--- config.mk ---
export PLATFORM = sky130hd
export DESIGN_NAME = parallel_serializer
export DESIGN_NICKNAME = d
export VERILOG_FILES = /design/src/rtl/parallel_serializer.sv
export SDC_FILE = /design/constraint.sdc
export NUM_CORES = 1
export LEC_CHECK = 0
export ABC_AREA = 1
export CAP_MARGIN = 0
export CORE_UTILIZATION = 47
export CTS_CLUSTER_SIZE = 8
export DETAILED_ROUTE_END_ITERATION = 7
export PLACE_DENSITY = 0.81
export SLEW_MARGIN = 30
export SYNTH_ARGS = -nofsm -noshare
export SYNTH_HDL_FRONTEND = slang
export SYNTH_SLANG_ARGS = --single-unit
--- constraint.sdc ---
create_clock -name clk -period 1.1 [get_ports clk]
set_input_delay 0.165 -clock clk [delete_from_list [all_inputs] [get_ports clk]]
set_output_delay 0.165 -clock clk [all_outputs]
set_load 0.02 [all_outputs]
--- src/rtl/parallel_serializer.sv ---
// Parallel-to-serial converter: captures an M-word frame in one handshake and
// emits it one N-bit word at a time over a valid/ready stream, word 0 first.
module parallel_serializer #(
    parameter int N = 32,
    parameter int M = 2
) (
    input  logic           clk,
    input  logic           reset,
    input  logic           recv_val,
    output logic           recv_rdy,
    input  logic [M*N-1:0] recv_msg,
    output logic           send_val,
    input  logic           send_rdy,
    output logic [N-1:0]   send_msg,
    output logic           send_last
);

    localparam int IW = $clog2(M);
    localparam logic [IW-1:0] LAST_IDX = IW'(M - 1);

    typedef enum logic {IDLE, SEND} state_t;

    state_t              state, state_nxt;
    logic [IW-1:0]       idx;
    logic [M-1:0][N-1:0] buffer;
    logic                recv_xfer, send_xfer, at_last;

    assign recv_xfer = recv_val && recv_rdy;
    assign send_xfer = send_val && send_rdy;
    assign at_last   = (idx == LAST_IDX);

    always_ff @(posedge clk) begin
        if (reset) state <= IDLE;
        else       state <= state_nxt;
    end

    always_comb begin
        state_nxt = state;
        case (state)
            IDLE: if (recv_xfer) state_nxt = SEND;
            SEND: if (send_xfer && at_last) state_nxt = IDLE;
            default: state_nxt = IDLE;
        endcase
    end

    // Outputs decode only registered state, so no handshake input reaches an output combinationally.
    always_comb begin
        recv_rdy  = 1'b0;
        send_val  = 1'b0;
        send_msg  = '0;
        send_last = 1'b0;
        case (state)
            IDLE: recv_rdy = 1'b1;
            SEND: begin
                send_val  = 1'b1;
                send_msg  = buffer[idx];
                send_last = at_last;
            end
            default: recv_rdy = 1'b0;
        endcase
    end

    always_ff @(posedge clk) begin
        if (reset)                idx <= '0;
        else if (recv_xfer)       idx <= '0;
        else if (send_xfer)       idx <= at_last ? '0 : idx + 1'b1;
    end

    // One capture register per word slot of the frame.
    for (genvar k = 0; k < M; k++) begin : g_word
        always_ff @(posedge clk) begin
            if (reset)          buffer[k] <= '0;
            else if (recv_xfer) buffer[k] <= recv_msg[k*N +: N];
        end
    end

endmodule

==> parameters.txt <==
Parameter                              Value

Critical path
  Startpoint class of the critical path    flip-flop
  Sort of element at the end of the critical path    primary output
  WP data arrival    1360 ps
  Required time of the critical path    940 ps
  Worst Setup Path Type    reg2out
  Crit Path Max Fanout    13

Timing
  Post-route minimum period    1523 ps
  Crit share post-route    138.5%
  Final max-slew violation count    0
  Number of hold-slack violations in the final timing report    0
  Tightest slew margin relative to the limit    78.34%
  Tightest Pin Transition    324.9 ps
  Setup repair after global routing missed its margin    yes
  Setup skew after layout    6.965 ps
  Final Setup Violations    101
  Minimum setup slack in the final design    -423.3 ps
  Peak Freq    656.5 MHz

Logic synthesis
  Mapped Nets    603
  Synth area leaders    sky130_fd_sc_hd__dfxtp_1 40%, sky130_fd_sc_hd__nor2_1 22%, sky130_fd_sc_hd__nand3_1 10%, sky130_fd_sc_hd__nand2_1 8.0%, sky130_fd_sc_hd__inv_1 7.5%
  Total standard cell area after synthesis    3266 um2
  Unique masters post-synth    13
  Seq cells post-synth    66
  Proportion of synthesized chip area in sequential cells    40.46%
  Top cell type's share of synthesized area    40.46%
  Cell type with the largest total area after synthesis    sky130_fd_sc_hd__dfxtp_1
  Total number of yosys warnings    0
  Number of instances in the synthesized netlist    535
  Syn avg cell area    6.104 um2

Layout
  Diodes inserted    0
  Design Area, Final    5549 um2
  Fraction of final layout cells sized beyond drive strength 1    30.35%
  Total number of nets in the final design    723
  Synthesis-to-layout area growth    69.92%
  Filler cell count    382
  Non-filler instance count after layout    739

Place
  Number of I/O port buffers    102
  Placed cells    699
  Placer congestion estimate    0.7673
  DPL Wire Length    5769 um
  Area after detailed placement    4546 um2

Die
  Effective utilization at floorplan    48.33%
  Die Area    7285 um2
  Boundary pin count    103
  Die Wd    85.36 um
  Core Footprint    6756 um2
  Count of standard-cell rows    30
  Die Height    85.36 um

Detailed routing
  Number of remaining DRC errors    0
  Number of search-and-repair iterations in the first detailed-routing pass    5
  Average via count per standard cell    5.334
  Vias    3942
  Number of routed nets with antenna violations    0
  Detailed Route Iter0 Violations    280
  WL final    12000 um
  Wire per inst    16.24 um

Global routing
  Global-route usage over all layers    28.26%
  Number of global-route vias before repair    3569
  Number of antenna violations at the first check in global routing    0
  Remaining Overflow, GRT    0
  Pin count of the biggest net entering global routing    41
  First-pass GRT wire length    16160 um

Job
  Max-cap violation count    0

CTS
  H-tree levels    3
  Clock Pin Slew Worst Setup and Hold Paths    70 ps
  Root buffer selected by CTS    sky130_fd_sc_hd__clkbuf_8
  Count of clock tree sinks    66
  Clock buffer depth    2
  TritonCTS buffer count    9
  CTS tree    yes
  Number of hold buffers added after CTS    0
  Clk Latency, worst-skew pair    340 ps

Pwr
  Leakage power of the design    2.697 nW
  Peak supply drop    0.8588 mV
  Areal power density over the cells    1180 nW/um2

Outcome
  Failing checks    negative setup slack
  Result of the run    complete, but fails checks

Hold path
  Kind of path behind the tightest hold check    in2reg
## path summary, 6_finish.rpt
path / startpoint / to / slack (ps) / cells after the start
worst max-delay path: state / send_msg[5] / -420 / 5
worst min-delay path: recv_val / buffer[58] / 390 / 5
worst max register to register: state / buffer[56] / -410 / 9
worst min register to register: buffer[45] / buffer[45] / 490 / 2
## cell families after synthesis
logic type	share of synthesized area, %
and+or+nand+nor	41.03
buffers and inverters	13.60
DFF	40.46
AOI/OAI and AO/OA	4.904
## Yosys cell counts
cell type and number:
sky130_fd_sc_hd__buf_2 16, sky130_fd_sc_hd__o21ai_0 3, sky130_fd_sc_hd__buf_4 7, sky130_fd_sc_hd__o21ai_1 29, sky130_fd_sc_hd__nand3_1 65, sky130_fd_sc_hd__inv_1 65
sky130_fd_sc_hd__nor2_8 1, sky130_fd_sc_hd__nor2_1 195, sky130_fd_sc_hd__nand2_1 70, sky130_fd_sc_hd__clkbuf_1 8, sky130_fd_sc_hd__inv_2 4, sky130_fd_sc_hd__buf_1 6
sky130_fd_sc_hd__dfxtp_1 66
## through the flow
stage          TNS (ps)  hold slack [ps]  total power, W  util [%]  setup slack [ps]
2_1_floorplan    -82.03            364.4        0.003496         -            -22.79
3_3_place_gp     -21840            457.9        0.004055     67.28            -488.0
3_5_place_dp     -23630            472.5        0.004092     67.28            -519.4
4_1_cts          -16770            366.7        0.006225     76.65            -347.7
5_1_grt          -33070            400.9        0.006811     82.13            -453.8
6_report         -28500            391.3        0.006550     82.13            -423.3
## worst max-delay path, cell delays in order, from the launching register on
cell and delay, ps:
sky130_fd_sc_hd__dfxtp_4 390, sky130_fd_sc_hd__buf_12 120, sky130_fd_sc_hd__buf_12 130, sky130_fd_sc_hd__o21ai_1 80, sky130_fd_sc_hd__nor2_2 150, sky130_fd_sc_hd__buf_6 140
## report_power, final
| group | total [W] | switching (W) | internal, W |
|---|---|---|---|
| combinational | 0.00185 | 0.000913 | 0.000937 |
| sequential | 0.00272 | 0.000139 | 0.00258 |
| clock | 0.00198 | 0.000923 | 0.00106 |
| total | 0.00655 | 0.00198 | 0.00457 |
## cell type report
cell class / count / area (um2) / share of cell area (%)
multi-input cells: 363 / 1863 / 33.57
clock inverters: 1 / 7.507 / 0.1353
inverters: 69 / 271.5 / 4.893
well taps: 80 / 100.1 / 1.804
flip-flops and latches: 66 / 1329 / 23.95
repair buffers: 146 / 1795 / 32.36
clock buffers: 14 / 182.7 / 3.292
## cell usage in the layout (no fill, tap or decap), types with 2 or more instances in the layout
master                              n
sky130_fd_sc_hd__nand2_1           68
sky130_fd_sc_hd__buf_4             19
sky130_fd_sc_hd__inv_1             64
sky130_fd_sc_hd__nand2_2            2
sky130_fd_sc_hd__o21ai_2            9
sky130_fd_sc_hd__dfxtp_1           64
sky130_fd_sc_hd__buf_12            16
sky130_fd_sc_hd__dfxtp_4            2
sky130_fd_sc_hd__nand3_2           29
sky130_fd_sc_hd__buf_8              5
sky130_fd_sc_hd__buf_16             6
sky130_fd_sc_hd__o21ai_1           21
sky130_fd_sc_hd__clkdlybuf4s50_1   66
sky130_fd_sc_hd__clkbuf_16          4
sky130_fd_sc_hd__nor2_2            52
sky130_fd_sc_hd__inv_2              3
sky130_fd_sc_hd__nor2_4             5
sky130_fd_sc_hd__clkbuf_8          13
sky130_fd_sc_hd__buf_6             29
sky130_fd_sc_hd__nor2_1           138
sky130_fd_sc_hd__nand3_1           36
## registers in the layout, indices dropped and copies added (netlist names)
register,cells
at_last,1
buffer,64
state,1
## routing by layer
| layer | up-vias | GRT usage (%) | routed length [um] |
|---|---|---|---|
| li1 | 1866 | - | - |
| met2 | 219 | 49.27 | 6012 |
| met3 | 40 | 6.323 | 992 |
| met5 | - | 0 | 0 |
| met4 | 0 | 10.76 | 375 |
| met1 | 1817 | 34.04 | 4621 |
## what timing repair did
| action | in CTS | in global routing |
|---|---|---|
| setup endpoints to repair | 89 | 100 |
| hold endpoints to repair | 0 | 0 |
| resized for setup | 262 | 52 |
| buffers inserted | 5 | 10 |
| pin swaps | 6 | 17 |
| cloned | 6 | 4 |
Note: power is estimated with default switching activity, not from simulation.
